--- src/rtl/wspad_pkg.sv ---
// -----------------------------------------------------------------------------
// wspad_pkg
// Shared definitions for the PE weight scratchpad receiver.
//   wspad_state_e : control state of the receiver (EMPTY / LOADING / READY)
//   wspad_depth() : scratchpad capacity in words for a given filter side
//                   (kernel_size**2 + 1)
// -----------------------------------------------------------------------------
package wspad_pkg;

    typedef enum logic [1:0] {
        EMPTY   = 2'd0,
        LOADING = 2'd1,
        READY   = 2'd2
    } wspad_state_e;

    function automatic int wspad_depth(input int kernel_size);
        return kernel_size * kernel_size + 1;
    endfunction

endpackage

--- src/rtl/wspad_mem.sv ---
// -----------------------------------------------------------------------------
// wspad_mem
// DATA_W x DEPTH weight storage with one write port and one registered read
// port. A read and a write to the same address in the same cycle return the
// old contents (read-before-write). Reads of addresses >= DEPTH return 0.
// Only the read data register is reset; the array contents are not.
//
// Ports:
//   clk      in   clock
//   rst_n    in   asynchronous active-low reset (read data register only)
//   we_i     in   write enable
//   waddr_i  in   write address
//   wdata_i  in   write data
//   re_i     in   read enable; rdata_o updates on the next rising edge
//   raddr_i  in   read address
//   rdata_o  out  registered read data, holds when re_i is low
// -----------------------------------------------------------------------------
module wspad_mem #(
    parameter int DATA_W = 16,
    parameter int ADDR_W = 9,
    parameter int DEPTH  = 10
) (
    input  logic              clk,
    input  logic              rst_n,
    input  logic              we_i,
    input  logic [ADDR_W-1:0] waddr_i,
    input  logic [DATA_W-1:0] wdata_i,
    input  logic              re_i,
    input  logic [ADDR_W-1:0] raddr_i,
    output logic [DATA_W-1:0] rdata_o
);

    localparam int IDX_W = $clog2(DEPTH);
    localparam logic [ADDR_W-1:0] DEPTH_A = ADDR_W'(DEPTH);

    logic [DATA_W-1:0] mem [DEPTH];
    logic [DATA_W-1:0] rdata_q;

    always_ff @(posedge clk) begin
        if (we_i && (waddr_i < DEPTH_A)) begin
            mem[waddr_i[IDX_W-1:0]] <= wdata_i;
        end
    end

    // Non-blocking read of the array in the same edge as the write gives
    // read-before-write for colliding addresses.
    always_ff @(posedge clk or negedge rst_n) begin
        if (!rst_n) begin
            rdata_q <= '0;
        end else if (re_i) begin
            if (raddr_i < DEPTH_A) begin
                rdata_q <= mem[raddr_i[IDX_W-1:0]];
            end else begin
                rdata_q <= '0;
            end
        end
    end

    assign rdata_o = rdata_q;

endmodule

--- src/rtl/weight_spad_rx.sv ---
// -----------------------------------------------------------------------------
// weight_spad_rx
// Receiver end of the weight load stream into a PE weight scratchpad. Beats
// from the weight router are written sequentially from address 0; a burst
// ends on the first cycle load_en_spad is low, after which the stored words
// are flagged valid. A one-cycle-latency read port feeds the MAC datapath.
//
// Configuration macro: WSPAD_OVF_DET_EN
//   defined   : beats past capacity are dropped, wspad_ovf port flags it
//               (sticky until clear_spad or reset)
//   undefined : the write pointer wraps and overwrites from address 0
//
// Ports:
//   clk            in   clock
//   reset          in   asynchronous active-low reset
//   w_data_spad    in   incoming weight beat
//   load_en_spad   in   beat valid
//   clear_spad     in   synchronous discard of stored burst
//   r_addr_spad    in   PE read address
//   read_req_spad  in   PE read strobe
//   r_data_spad    out  read data, valid one cycle after read_req_spad
//   r_valid_spad   out  read_req_spad delayed one cycle
//   weights_valid  out  complete burst stored and readable
//   wght_count     out  beats stored in last/current burst (saturating)
//   spad_busy      out  high while loading a burst
//   spad_state     out  current control state (debug observation)
//   wspad_ovf      out  overflow seen (only with WSPAD_OVF_DET_EN)
//
// Stream handshake: load_en_spad is a valid-only strobe with no ready; every
// cycle it is high carries one beat that is accepted unconditionally (unless
// clear_spad is high in the same cycle, which drops it).
// -----------------------------------------------------------------------------
module weight_spad_rx
    import wspad_pkg::*;
#(
    parameter int DATA_BITWIDTH      = 16,
    parameter int ADDR_BITWIDTH_SPAD = 9,
    parameter int kernel_size        = 3
) (
    input  logic                          clk,
    input  logic                          reset,
    input  logic [DATA_BITWIDTH-1:0]      w_data_spad,
    input  logic                          load_en_spad,
    input  logic                          clear_spad,
    input  logic [ADDR_BITWIDTH_SPAD-1:0] r_addr_spad,
    input  logic                          read_req_spad,
    output logic [DATA_BITWIDTH-1:0]      r_data_spad,
    output logic                          r_valid_spad,
    output logic                          weights_valid,
    output logic [ADDR_BITWIDTH_SPAD-1:0] wght_count,
    output logic                          spad_busy,
    output wspad_state_e                  spad_state
`ifdef WSPAD_OVF_DET_EN
    ,
    output logic                          wspad_ovf
`endif
);

    localparam int AW    = ADDR_BITWIDTH_SPAD;
    localparam int DEPTH = wspad_depth(kernel_size);
    localparam logic [AW-1:0] DEPTH_A = AW'(DEPTH);
    localparam logic [AW-1:0] LAST_A  = AW'(DEPTH - 1);
    localparam logic [AW-1:0] ONE_A   = AW'(1);

    wspad_state_e  state_q, state_d;
    logic [AW-1:0] wr_ptr_q, wr_ptr_d;
    logic [AW-1:0] cnt_q, cnt_d;
    logic          wv_q, wv_d;
    logic          r_valid_q;
    logic          mem_we;
    logic [AW-1:0] mem_waddr;
`ifdef WSPAD_OVF_DET_EN
    logic          ovf_q, ovf_d;
`endif

    always_ff @(posedge clk or negedge reset) begin
        if (!reset) begin
            state_q   <= EMPTY;
            wr_ptr_q  <= '0;
            cnt_q     <= '0;
            wv_q      <= 1'b0;
            r_valid_q <= 1'b0;
`ifdef WSPAD_OVF_DET_EN
            ovf_q     <= 1'b0;
`endif
        end else begin
            state_q   <= state_d;
            wr_ptr_q  <= wr_ptr_d;
            cnt_q     <= cnt_d;
            wv_q      <= wv_d;
            r_valid_q <= read_req_spad;
`ifdef WSPAD_OVF_DET_EN
            ovf_q     <= ovf_d;
`endif
        end
    end

    always_comb begin
        state_d   = state_q;
        wr_ptr_d  = wr_ptr_q;
        cnt_d     = cnt_q;
        wv_d      = wv_q;
        mem_we    = 1'b0;
        mem_waddr = wr_ptr_q;
`ifdef WSPAD_OVF_DET_EN
        ovf_d     = ovf_q;
`endif

        if (clear_spad) begin
            state_d  = EMPTY;
            wr_ptr_d = '0;
            cnt_d    = '0;
            wv_d     = 1'b0;
`ifdef WSPAD_OVF_DET_EN
            ovf_d    = 1'b0;
`endif
        end else begin
            unique case (state_q)
                EMPTY, READY: begin
                    // First beat of a new burst always lands at address 0.
                    if (load_en_spad) begin
                        mem_we    = 1'b1;
                        mem_waddr = '0;
                        wr_ptr_d  = ONE_A;
                        cnt_d     = ONE_A;
                        wv_d      = 1'b0;
                        state_d   = LOADING;
                    end
                end
                LOADING: begin
                    if (load_en_spad) begin
`ifdef WSPAD_OVF_DET_EN
                        if (wr_ptr_q == DEPTH_A) begin
                            ovf_d = 1'b1;
                        end else begin
                            mem_we   = 1'b1;
                            wr_ptr_d = wr_ptr_q + ONE_A;
                            cnt_d    = cnt_q + ONE_A;
                        end
`else
                        // Wrap straight to 0 after the last slot so the beat
                        // arriving at capacity overwrites address 0.
                        mem_we   = 1'b1;
                        wr_ptr_d = (wr_ptr_q == LAST_A) ? '0 : wr_ptr_q + ONE_A;
                        cnt_d    = (cnt_q == DEPTH_A) ? cnt_q : cnt_q + ONE_A;
`endif
                    end else begin
                        state_d  = READY;
                        wv_d     = 1'b1;
                        wr_ptr_d = '0;
                    end
                end
                default: begin
                    state_d  = EMPTY;
                    wr_ptr_d = '0;
                    cnt_d    = '0;
                    wv_d     = 1'b0;
                end
            endcase
        end
    end

    wspad_mem #(
        .DATA_W (DATA_BITWIDTH),
        .ADDR_W (AW),
        .DEPTH  (DEPTH)
    ) u_mem (
        .clk     (clk),
        .rst_n   (reset),
        .we_i    (mem_we),
        .waddr_i (mem_waddr),
        .wdata_i (w_data_spad),
        .re_i    (read_req_spad),
        .raddr_i (r_addr_spad),
        .rdata_o (r_data_spad)
    );

    assign r_valid_spad  = r_valid_q;
    assign weights_valid = wv_q;
    assign wght_count    = cnt_q;
    assign spad_busy     = (state_q == LOADING);
    assign spad_state    = state_q;
`ifdef WSPAD_OVF_DET_EN
    assign wspad_ovf     = ovf_q;
`endif

endmodule

--- config.mk ---
export PLATFORM = sky130hd
export DESIGN_NAME = weight_spad_rx
export DESIGN_NICKNAME = d
export VERILOG_FILES = /design/src/rtl/wspad_pkg.sv /design/src/rtl/wspad_mem.sv /design/src/rtl/weight_spad_rx.sv
export SDC_FILE = /design/constraint.sdc
export NUM_CORES = 1
export LEC_CHECK = 0
export CAP_MARGIN = 20
export CORE_UTILIZATION = 62
export DETAILED_ROUTE_END_ITERATION = 12
export GPL_TIMING_DRIVEN = 1
export PLACE_DENSITY = 0.84
export SETUP_SLACK_MARGIN = 0.02
export SLEW_MARGIN = 15
export SYNTH_ARGS = -nofsm -noshare
export SYNTH_HDL_FRONTEND = slang
export SYNTH_SLANG_ARGS = --single-unit
export TNS_END_PERCENT = 30
--- constraint.sdc ---
create_clock -name clk -period 6 [get_ports clk]
set_clock_uncertainty 0.1 [all_clocks]
set_input_delay 0.6 -clock clk [delete_from_list [all_inputs] [get_ports clk]]
set_output_delay 0.6 -clock clk [all_outputs]
set_load 0.01 [all_outputs]
[After elaboration in Yosys (flattened, before gate mapping)]
Memory sizes are Yosys's and may differ from the RTL's.
Cells that the tools add are included.
Word-level totals
  bits in registers: 38
  memory bits (writable): 160
  input port bits: 30
  output and inout bits: 30
  memories: 1
Cells by class
  add/subtract/negate cells: 2
  magnitude comparators: 2
  eq/ne operators: 8
  multiplexer cells: 26
  reductions and logical operators: 6
Memories
  u_mem.mem: words 10, width 16, read ports 1, clocked after memory_dff 0, wr ports 1, RTL line wspad_mem.sv:36  | logic [DATA_W-1:0] mem [DEPTH];
Operators by type and width (count)
  2-to-1 mux 9 bit: 10
  case mux 9 bit (2 select lines): 2
  adder 9 x 1 -> 9 bit, second input constant: 2
  equality test 9 x 4 -> 1 bit, second input constant: 2
  less-than comparator 9 x 4 -> 1 bit, second input constant: 2
  2-to-1 mux 16 bit: 1
  inequality test 3 bit, second input constant: 4
  2-to-1 mux 1 bit: 8
  2-to-1 mux 2 bit: 3
  case mux 2 bit (2 select lines): 1
  AND reduction 3 bit: 1
  OR reduction 3 bit: 1
  equality test 2 x 1 -> 1 bit, second input constant: 1
  equality test 2 bit, second input constant: 1
  zero test 2 bit: 1
  case mux 1 bit (2 select lines): 1
  AND reduction 2 bit: 1
  OR reduction 2 bit: 1
  logical AND 1 bit: 1

[Depth between registers and ports, before layout]
Gate-level depths: netlist of the first run.
  depth after elaboration: 8
  depth in mapped cells: 7

[Modules after synthesis]
A second synthesis of the first run with hierarchy kept.
Second synthesis, totals
  cells, all modules: 446
  area total of the unflattened synthesis: 7993.9 µm²
By module, submodules not included
  wspad_mem: times used 1, cells an instance 316, area each 6805.3 µm², sequential area each 5205.0 µm²
  weight_spad_rx: times used 1, cells an instance 130, area each 1188.6 µm², sequential area each 525.5 µm²

[Least setup slack after synthesis of the first run]
No wires, ideal clock.
  path type: in2reg
  start: input port clear_spad
  end: memory u_mem.mem[9][0], enable pin
  arrival time: 2551 ps
  data required time: 5487 ps
  slack: 2936 ps
  stages: 5
  path buffers: 1
  cell sequence: buf_6 > nor4b_2 > and3_1 > nand3b_1 > nor3b_1
On the way
  longest elaborated chain between the ends: 5
  elaborated cells on any way between the ends: 6
Ends and longest elaborated chain
  start: declaration: RTL line weight_spad_rx.sv:44  | input logic clear_spad,
  2-to-1 mux 9 bit: RTL line weight_spad_rx.sv:109  | if (clear_spad) begin
  less-than comparator 9 x 4 -> 1 bit: RTL line wspad_mem.sv:40  | if (we_i && (waddr_i < DEPTH_A)) begin
  logical AND 1 bit: RTL line wspad_mem.sv:40
  2-to-1 mux 1 bit: RTL line wspad_mem.sv:40
  2-to-1 mux 1 bit (not written as such): RTL line wspad_mem.sv:41  | mem[waddr_i[IDX_W-1:0]] <= wdata_i;
  end: declaration: RTL line wspad_mem.sv:36
Several ways; a longest one is shown, not always the timed one.

[Worst setup path after layout of the first run]
  start: input port load_en_spad
  end: memory u_mem.mem[8][5], enable pin
On the way
  longest elaborated chain between the ends: 7
  elaborated cells on any way between the ends: 10
Ends and longest elaborated chain
  start: declaration: RTL line weight_spad_rx.sv:43  | input logic load_en_spad,
  2-to-1 mux 9 bit: RTL line weight_spad_rx.sv:121  | if (load_en_spad) begin
  2-to-1 mux 9 bit: RTL line weight_spad_rx.sv:118  | unique case (state_q)
  2-to-1 mux 9 bit: RTL line weight_spad_rx.sv:109
  less-than comparator 9 x 4 -> 1 bit: RTL line wspad_mem.sv:40
  logical AND 1 bit: RTL line wspad_mem.sv:40
  2-to-1 mux 1 bit: RTL line wspad_mem.sv:40
  2-to-1 mux 1 bit (not written as such): RTL line wspad_mem.sv:41
Several ways; a longest one is shown, not always the timed one.

==> summary.md, run 1 <==
| Metric | Value |
|---|---|
| Vias after detailed routing | `4,584` |
| Synth warnings | `0` |
| PwrDens | `312 mW/mm²` |
| Post-Route WL | `16,600 µm` |
| Synth top area cells | `edfxtp_1 60%, dfrtp_1 12%, mux2i_1 6.1%` |
| Post-Route Utilization | `74.4%` |
| Top Family by Delay on Critical Path | `simple AND/OR/NAND/NOR gates` |
| Die W | `116 µm` |
| RR Startpoint | `weights_valid$_DFFE_PN0P_` |
| Layout cells sized above 1 | `12.0%` |
| CP startpoint kind | `input pin` |
| Initial DRT Pass Iterations | `5` |
| Synth Instances | `499` |
| Max Clk Rate | `0.329 GHz` |
| Nets@finish | `597` |
| Syn nets | `533` |
| Max FO, Critical Path | `12` |
| DRC viols | `0` |
| H-tree lvl count | `4` |
| Port Buffer Count | `59` |
| Top-area cell type share of the netlist area | `60.1%` |
| Vias in the first global route | `4,587` |
| Synth async-reset ratio | `18.8%` |
| CTS Buffer Depth | `2` |
| Via-to-Cell Ratio | `6.13` |
| Worst Hold Class | `input pin to async pin` |
| Main combinational cell family by area after synthesis | `multiplexers` |
| Final setup violation count | `0` |
| Die Y | `116 µm` |
| Post-CTS Hold Fix Bufs | `0` |
| WL/cell | `22.1 µm` |
| First-pass GRT wire length | `25,100 µm` |
| Synthesized-area fraction occupied by adder cells | `0.626%` |
| Post-synth top area cell | `edfxtp_1` |
| GRT Total Usage | `26.7%` |
| Diode count | `0` |
| WP data arrival | `3060 ps` |
| Congestion Overflow GR | `0` |
| Start point of the critical path | `load_en_spad` |
| Worst-path clk slew | `60 ps` |
| Max_slew headroom | `33.4%` |
| Max incr delay on CP | `760 ps` |
| Root Buffer | `clkbuf_16` |
| WS Path Type | `input pin to flop` |
| CP max stage cell | `clkdlybuf4s50_1` |
| Worst vdd ir | `0.204 mV` |
| CTS resizes | `0` |
| Synth top cells by count | `160 x edfxtp_1, 53 x nor2_1, 49 x mux2i_1` |
| Ys flop type | `edfxtp_1` |
| Post-DP HPWL | `9920 µm` |
| Fin. Hold Viols | `0` |
| RSZ-0062 raised after global routing | `false` |
| Sequential-to-total area share from yosys stat | `71.7%` |
| ANT nets after route | `0` |
| Register bit count reported by yosys | `197` |
| Cell with the most instances after synthesis | `edfxtp_1` |
| XOR/XNOR share of the synthesized area | `1.31%` |
| Worst EP required | `6020 ps` |
| Synthesized area per cell | `16.0 µm²` |
| Initial antenna violation count | `0` |
| Largest net degree at the start of global routing | `49` |
| Pleak | `3.31 nW` |
| Final Max Slew Viols | `0` |
| Compound-gate portion of the synthesized area | `5.38%` |
| I/O pin count | `60` |
| Post-synthesis mux area share | `10.6%` |
| Post-Place Cells | `715` |
| Worst Path Buf+Inv | `2` |
| Final period utilization | `50.6%` |
| Synth-to-Final Area Change | `17.4%` |
| Starting density of the core | `63.4%` |
| Synth cell types | `54` |
| Final GP Congestion | `0.797` |
| Tightest Pin Transition | `993 ps` |
| Setup tns final | `0 ps` |
| Period minus WS final | `3040 ps` |
| Total setup buffers inserted after CTS | `0` |
| Skew-Pair Late Insertion Delay | `430 ps` |
| CTS tree | `done` |
| Non-Filler Instances | `748` |
| CP endpoint kind | `flop` |
| FP Rows | `41` |
| Status | `finished clean` |
| Die Area | `0.0134 mm²` |
| Starting DRT DRC Count | `438` |
| EDFF count, synth | `160` |
| Synthesized-area fraction occupied by and/or/nand/nor cells | `8.11%` |
| Worst path cell trace | `clkdlybuf4s50_1 -> nor4b_2 -> and3_1 -> nand3b_1 -> nor2_1 -> buf_4` |
| Max Cap Violations | `0` |
| Mapped cell area | `0.00800 mm²` |
| Cts bufs inserted | `17` |
| WHS | `211 ps` |
| Core area | `0.0126 mm²` |
| CTS Sinks | `197` |
layout by cell type, fill, tap and decap left out, drive strengths merged, types with 2 or more instances in the layout:
cell,n
nor3,6
nand2b,5
clkdlybuf4s50,56
inv,7
edfxtp,160
nand2,5
o22ai,17
mux4,16
bufinv,6
nor2b,17
buf,15
and3,2
ha,4
nor4b,3
dfrtp,37
o21ai,21
xor2,4
nand3b,3
clkinv,6
nand3,9
nor2,54
or2,2
a211oi,4
or3,2
mux2i,49
clkbuf,18
xnor2,8
nand4bb,2
a21oi,21
nor4,3
cell type report:
cell class | instances | area (µm²)
fill | 783 | 3230
sequential | 197 | 5730
multi-input combinational | 271 | 2090
timing repair buffer | 71 | 669
inverter | 5 | 18.8
clock inverter | 14 | 229
tap | 172 | 215
clock buffer | 18 | 429
report_power, final:
part | switching, mW | internal [mW] | leakage, nW
clock network | 0.477 | 0.780 | 0.320
registers | 0.0140 | 1.50 | 1.96
logic | 0.0942 | 0.0652 | 1.04
total | 0.585 | 2.35 | 3.31
metrics by stage:
step | power, mW | area, µm² | setup WS, ps
finish | 2.93 | 9390 | 2960
global route | 3.00 | 9390 | 2800
CTS | 2.94 | 9370 | 2920
detailed placement | 1.70 | 8720 | 2550
global placement | 1.69 | 8720 | 2640
floorplan | 1.63 | 8000 | 2940
metal layers:
| layer | up-vias | track usage (%) | wire [µm] | part of all wire [%] |
|---|---|---|---|---|
| met5 | - | 0 | 0 | 0 |
| met4 | 0 | 12.0 | 348 | 2.1 |
| met3 | 32 | 4.81 | 1150 | 6.9 |
| met2 | 201 | 43.1 | 8280 | 50 |
| met1 | 2317 | 35.9 | 6780 | 41 |
| li1 | 2034 | - | - | - |
worst paths after layout:
kind                                            endpoint  slack, ps  cells after the start
min reg2reg                      wr_ptr_q[7]$_DFFE_PN0P_        460                      1
max                            u_mem.mem[8][5]$_DFFE_PP_       2960                      6
min in group clk                 wr_ptr_q[7]$_DFFE_PN0P_        460                      1
max in group asynchronous  u_mem.rdata_o[14]$_DFFE_PN0P_       5000                      1
min                            wght_count[1]$_DFFE_PN0P_        210                      1
max reg2reg                    u_mem.mem[8][5]$_DFFE_PP_       3210                      5
sequential cells by signal (all words and copies together), names as in the netlist:
signal and count:
u_mem.mem 160, wght_count 9, wr_ptr_q 9, r_valid_spad 1, u_mem.rdata_o 16, weights_valid 1
spad_state 1
cells by family after synthesis:
family	after synthesis
adders and majority gates	4
and+or+nand+nor	120
buffers and inverters	31
muxes	65
AOI/OAI and AO/OA	70
xor gates and xnor gates	12
DFF	197
No activity file was read; power rests on OpenSTA's default activity.
==> inputs of run 2 (changes only) <==
- CORE_UTILIZATION: 62 -> 52
- PLACE_DENSITY: 0.84 -> 0.75
- clock period: 6 -> 2.7 ns (I/O delays scaled with it)
==> summary.md, run 2 (same netlist as run 1, synthesis figures left out) <==
| Metric | Value |
|---|---|
| Final GP Congestion | `0.822 (+3.1%)` |
| WP data arrival | `2260 ps (-800 ps)` |
| Diode count | `0 (unchanged)` |
| Die W | `126 µm (+9.0%)` |
| Final instance area | `0.00941 mm² (+0.27%)` |
| CTS Sinks | `197 (unchanged)` |
| Clk network pwr share | `39.9% (-3.0 points)` |
| PwrDens | `661 mW/mm² (+110%)` |
| Worst-path clk slew | `60 ps (about the same)` |
| Pleak | `3.31 nW (-0.13%)` |
| Worst path cell trace | `nor4_1 -> and3_1 -> nand3b_1 -> a21oi_2 -> buf_4` |
| Post-Route WL | `16,700 µm (+0.64%)` |
| Final setup violation count | `0 (unchanged)` |
| Starting density of the core | `54.2% (-9.2 points)` |
| Core area | `0.0148 mm² (+17%)` |
| Tightest Pin Transition | `725 ps (-268 ps)` |
| Max Cap Violations | `0 (unchanged)` |
| Die Y | `126 µm (+9.0%)` |
| Cts bufs inserted | `17 (unchanged)` |
| Max Clk Rate | `0.446 GHz` |
| Max_slew headroom | `51.7% (+18 points)` |
| Setup tns final | `0 ps (unchanged)` |
| Max incr delay on CP | `490 ps (-270 ps)` |
| Initial DRT Pass Iterations | `5 (unchanged)` |
| FP Rows | `44 (+7.3%)` |
| GRT Total Usage | `22.3% (-4.4 points)` |
| Worst Hold Class | `input pin to async pin` |
| CP startpoint kind | `flop` |
| Max FO, Critical Path | `16 (+4)` |
| CTS tree | `done` |
| Worst Path Buf+Inv | `1 (-1)` |
| Combinational share of power | `6.0% (+0.6 points)` |
| Port Buffer Count | `59 (unchanged)` |
| RSZ-0062 raised after global routing | `false` |
| Vias after detailed routing | `4,502 (-1.8%)` |
| Skew-Pair Late Insertion Delay | `440 ps (about the same)` |
| Die Area | `0.0159 mm² (+19%)` |
| WHS | `225 ps (+13.7 ps)` |
| Largest register FFs | `160 (unchanged)` |
| WL/cell | `21.7 µm (-2.1%)` |
| CP max stage cell | `dfrtp_1` |
| Most frequent cells in the layout | `160 x edfxtp_1, 56 x clkdlybuf4s50_1, 53 x nor2_1, 49 x mux2i_1, 37 x dfrtp_1` |
| Largest net degree at the start of global routing | `50 (+2.0%)` |
| Worst EP required | `2710 ps (-3310 ps)` |
| Root Buffer | `clkbuf_16` |
| Placed cell area | `0.00880 mm² (+1.0%)` |
| H-tree lvl count | `4 (unchanged)` |
| Via-to-Cell Ratio | `5.85 (-4.5%)` |
| Final Max Slew Viols | `0 (unchanged)` |
| WS Path Type | `flop to flop` |
| Net Sw Power | `1.28 mW (+120%)` |
| I/O pin count | `60 (unchanged)` |
| R2R setup slack | `460 ps (-2750 ps)` |
| CP endpoint kind | `flop` |
| Post-DP HPWL | `10,400 µm (+4.5%)` |
| Synth-to-Final Area Change | `17.7%` |
| ANT nets after route | `0 (unchanged)` |
| CTS Buffer Depth | `2 (unchanged)` |
| DRC viols | `0 (unchanged)` |
| Congestion Overflow GR | `0 (unchanged)` |
| Top Family by Delay on Critical Path | `simple AND/OR/NAND/NOR gates` |
| Fin. Hold Viols | `0 (unchanged)` |
| Vias in the first global route | `4,627 (+0.87%)` |
| Final period utilization | `83.1%` |
| Total setup buffers inserted after CTS | `0 (unchanged)` |
| Initial antenna violation count | `0 (unchanged)` |
| Period minus WS final | `2240 ps` |
| Starting DRT DRC Count | `368 (-16%)` |
| Layout cells sized above 1 | `12.8% (+0.84 points)` |
| Status | `finished clean` |
| CTS resizes | `0 (unchanged)` |
| Nets@finish | `606 (+1.5%)` |
| Setup ws final | `457 ps (-2510 ps)` |
| Worst vdd ir | `0.509 mV (+150%)` |
| First-pass GRT wire length | `25,400 µm (+1.0%)` |
| Flop pwr share | `54.1% (+2.4 points)` |
| Switching Fraction | `20.6% (+0.66 points)` |
| Layout fillers | `1,035 (+32%)` |
| Post-Route Utilization | `63.8% (-11 points)` |
| Internal | `4.94 mW (+110%)` |
| Pre-CTS setup slack | `395 ps (-2150 ps)` |
| Most common cell after layout, fill and taps aside | `edfxtp_1` |
## run 2: layout make-up
cell class	instances	area (µm²)	share of cell area, %
sequential	197	5730	60.9
timing repair buffer	80	761	8.08
inverter	5	18.8	0.199
clock buffer	22	444	4.72
tap	184	230	2.45
clock inverter	10	133	1.41
multi-input combinational	271	2090	22.2
## run 2: routing by layer
layer  share of wire, %  vias up  GRT usage (%)
met5                  0        -              0
met4                2.2        0           9.28
met3                6.0       24           6.29
met2                 49      149           35.8
met1                 43     2282           28.7
li1                   -     2047              -
## run 2: through the flow
step / power, mW / std cells
floorplan: 3.63 / 499
global placement: 3.79 / 735
detailed placement: 3.80 / 735
CTS: 6.25 / 768
global route: 6.41 / 769
finish: 6.22 / 769
## run 2: power by group through the flow
stage | clock network (mW) | logic [mW] | registers, mW
floorplan | 0 | 0.203 | 3.43
global placement | 0 | 0.359 | 3.43
detailed placement | 0 | 0.367 | 3.43
CTS | 2.51 | 0.372 | 3.37
global route | 2.64 | 0.401 | 3.37
finish | 2.48 | 0.372 | 3.37
## run 2: worst paths after layout
check	from	endpoint	depth (start not counted)
min in group clk	wr_ptr_q[7]$_DFFE_PN0P_	wr_ptr_q[7]$_DFFE_PN0P_	1
hold reg to reg	wr_ptr_q[7]$_DFFE_PN0P_	wr_ptr_q[7]$_DFFE_PN0P_	1
setup reg to reg	weights_valid$_DFFE_PN0P_	u_mem.mem[4][1]$_DFFE_PP_	5
max in group asynchronous	reset	u_mem.rdata_o[10]$_DFFE_PN0P_	3
setup / recovery	weights_valid$_DFFE_PN0P_	u_mem.mem[4][1]$_DFFE_PP_	5
hold / removal	reset	wr_ptr_q[7]$_DFFE_PN0P_	2
## run 2: worst register-to-register path: stages (launching register included)
cell      delay (ps)
dfrtp_1          490
nor4_1           460
and3_1           240
nand3b_1         170
a21oi_2          170
buf_4            290
## run 2: what timing repair did
action / in CTS / in global routing
hold buffers: 1 / 0
hold endpoints to repair: 37 / 0
endpoints found under the setup margin: 0 / 0
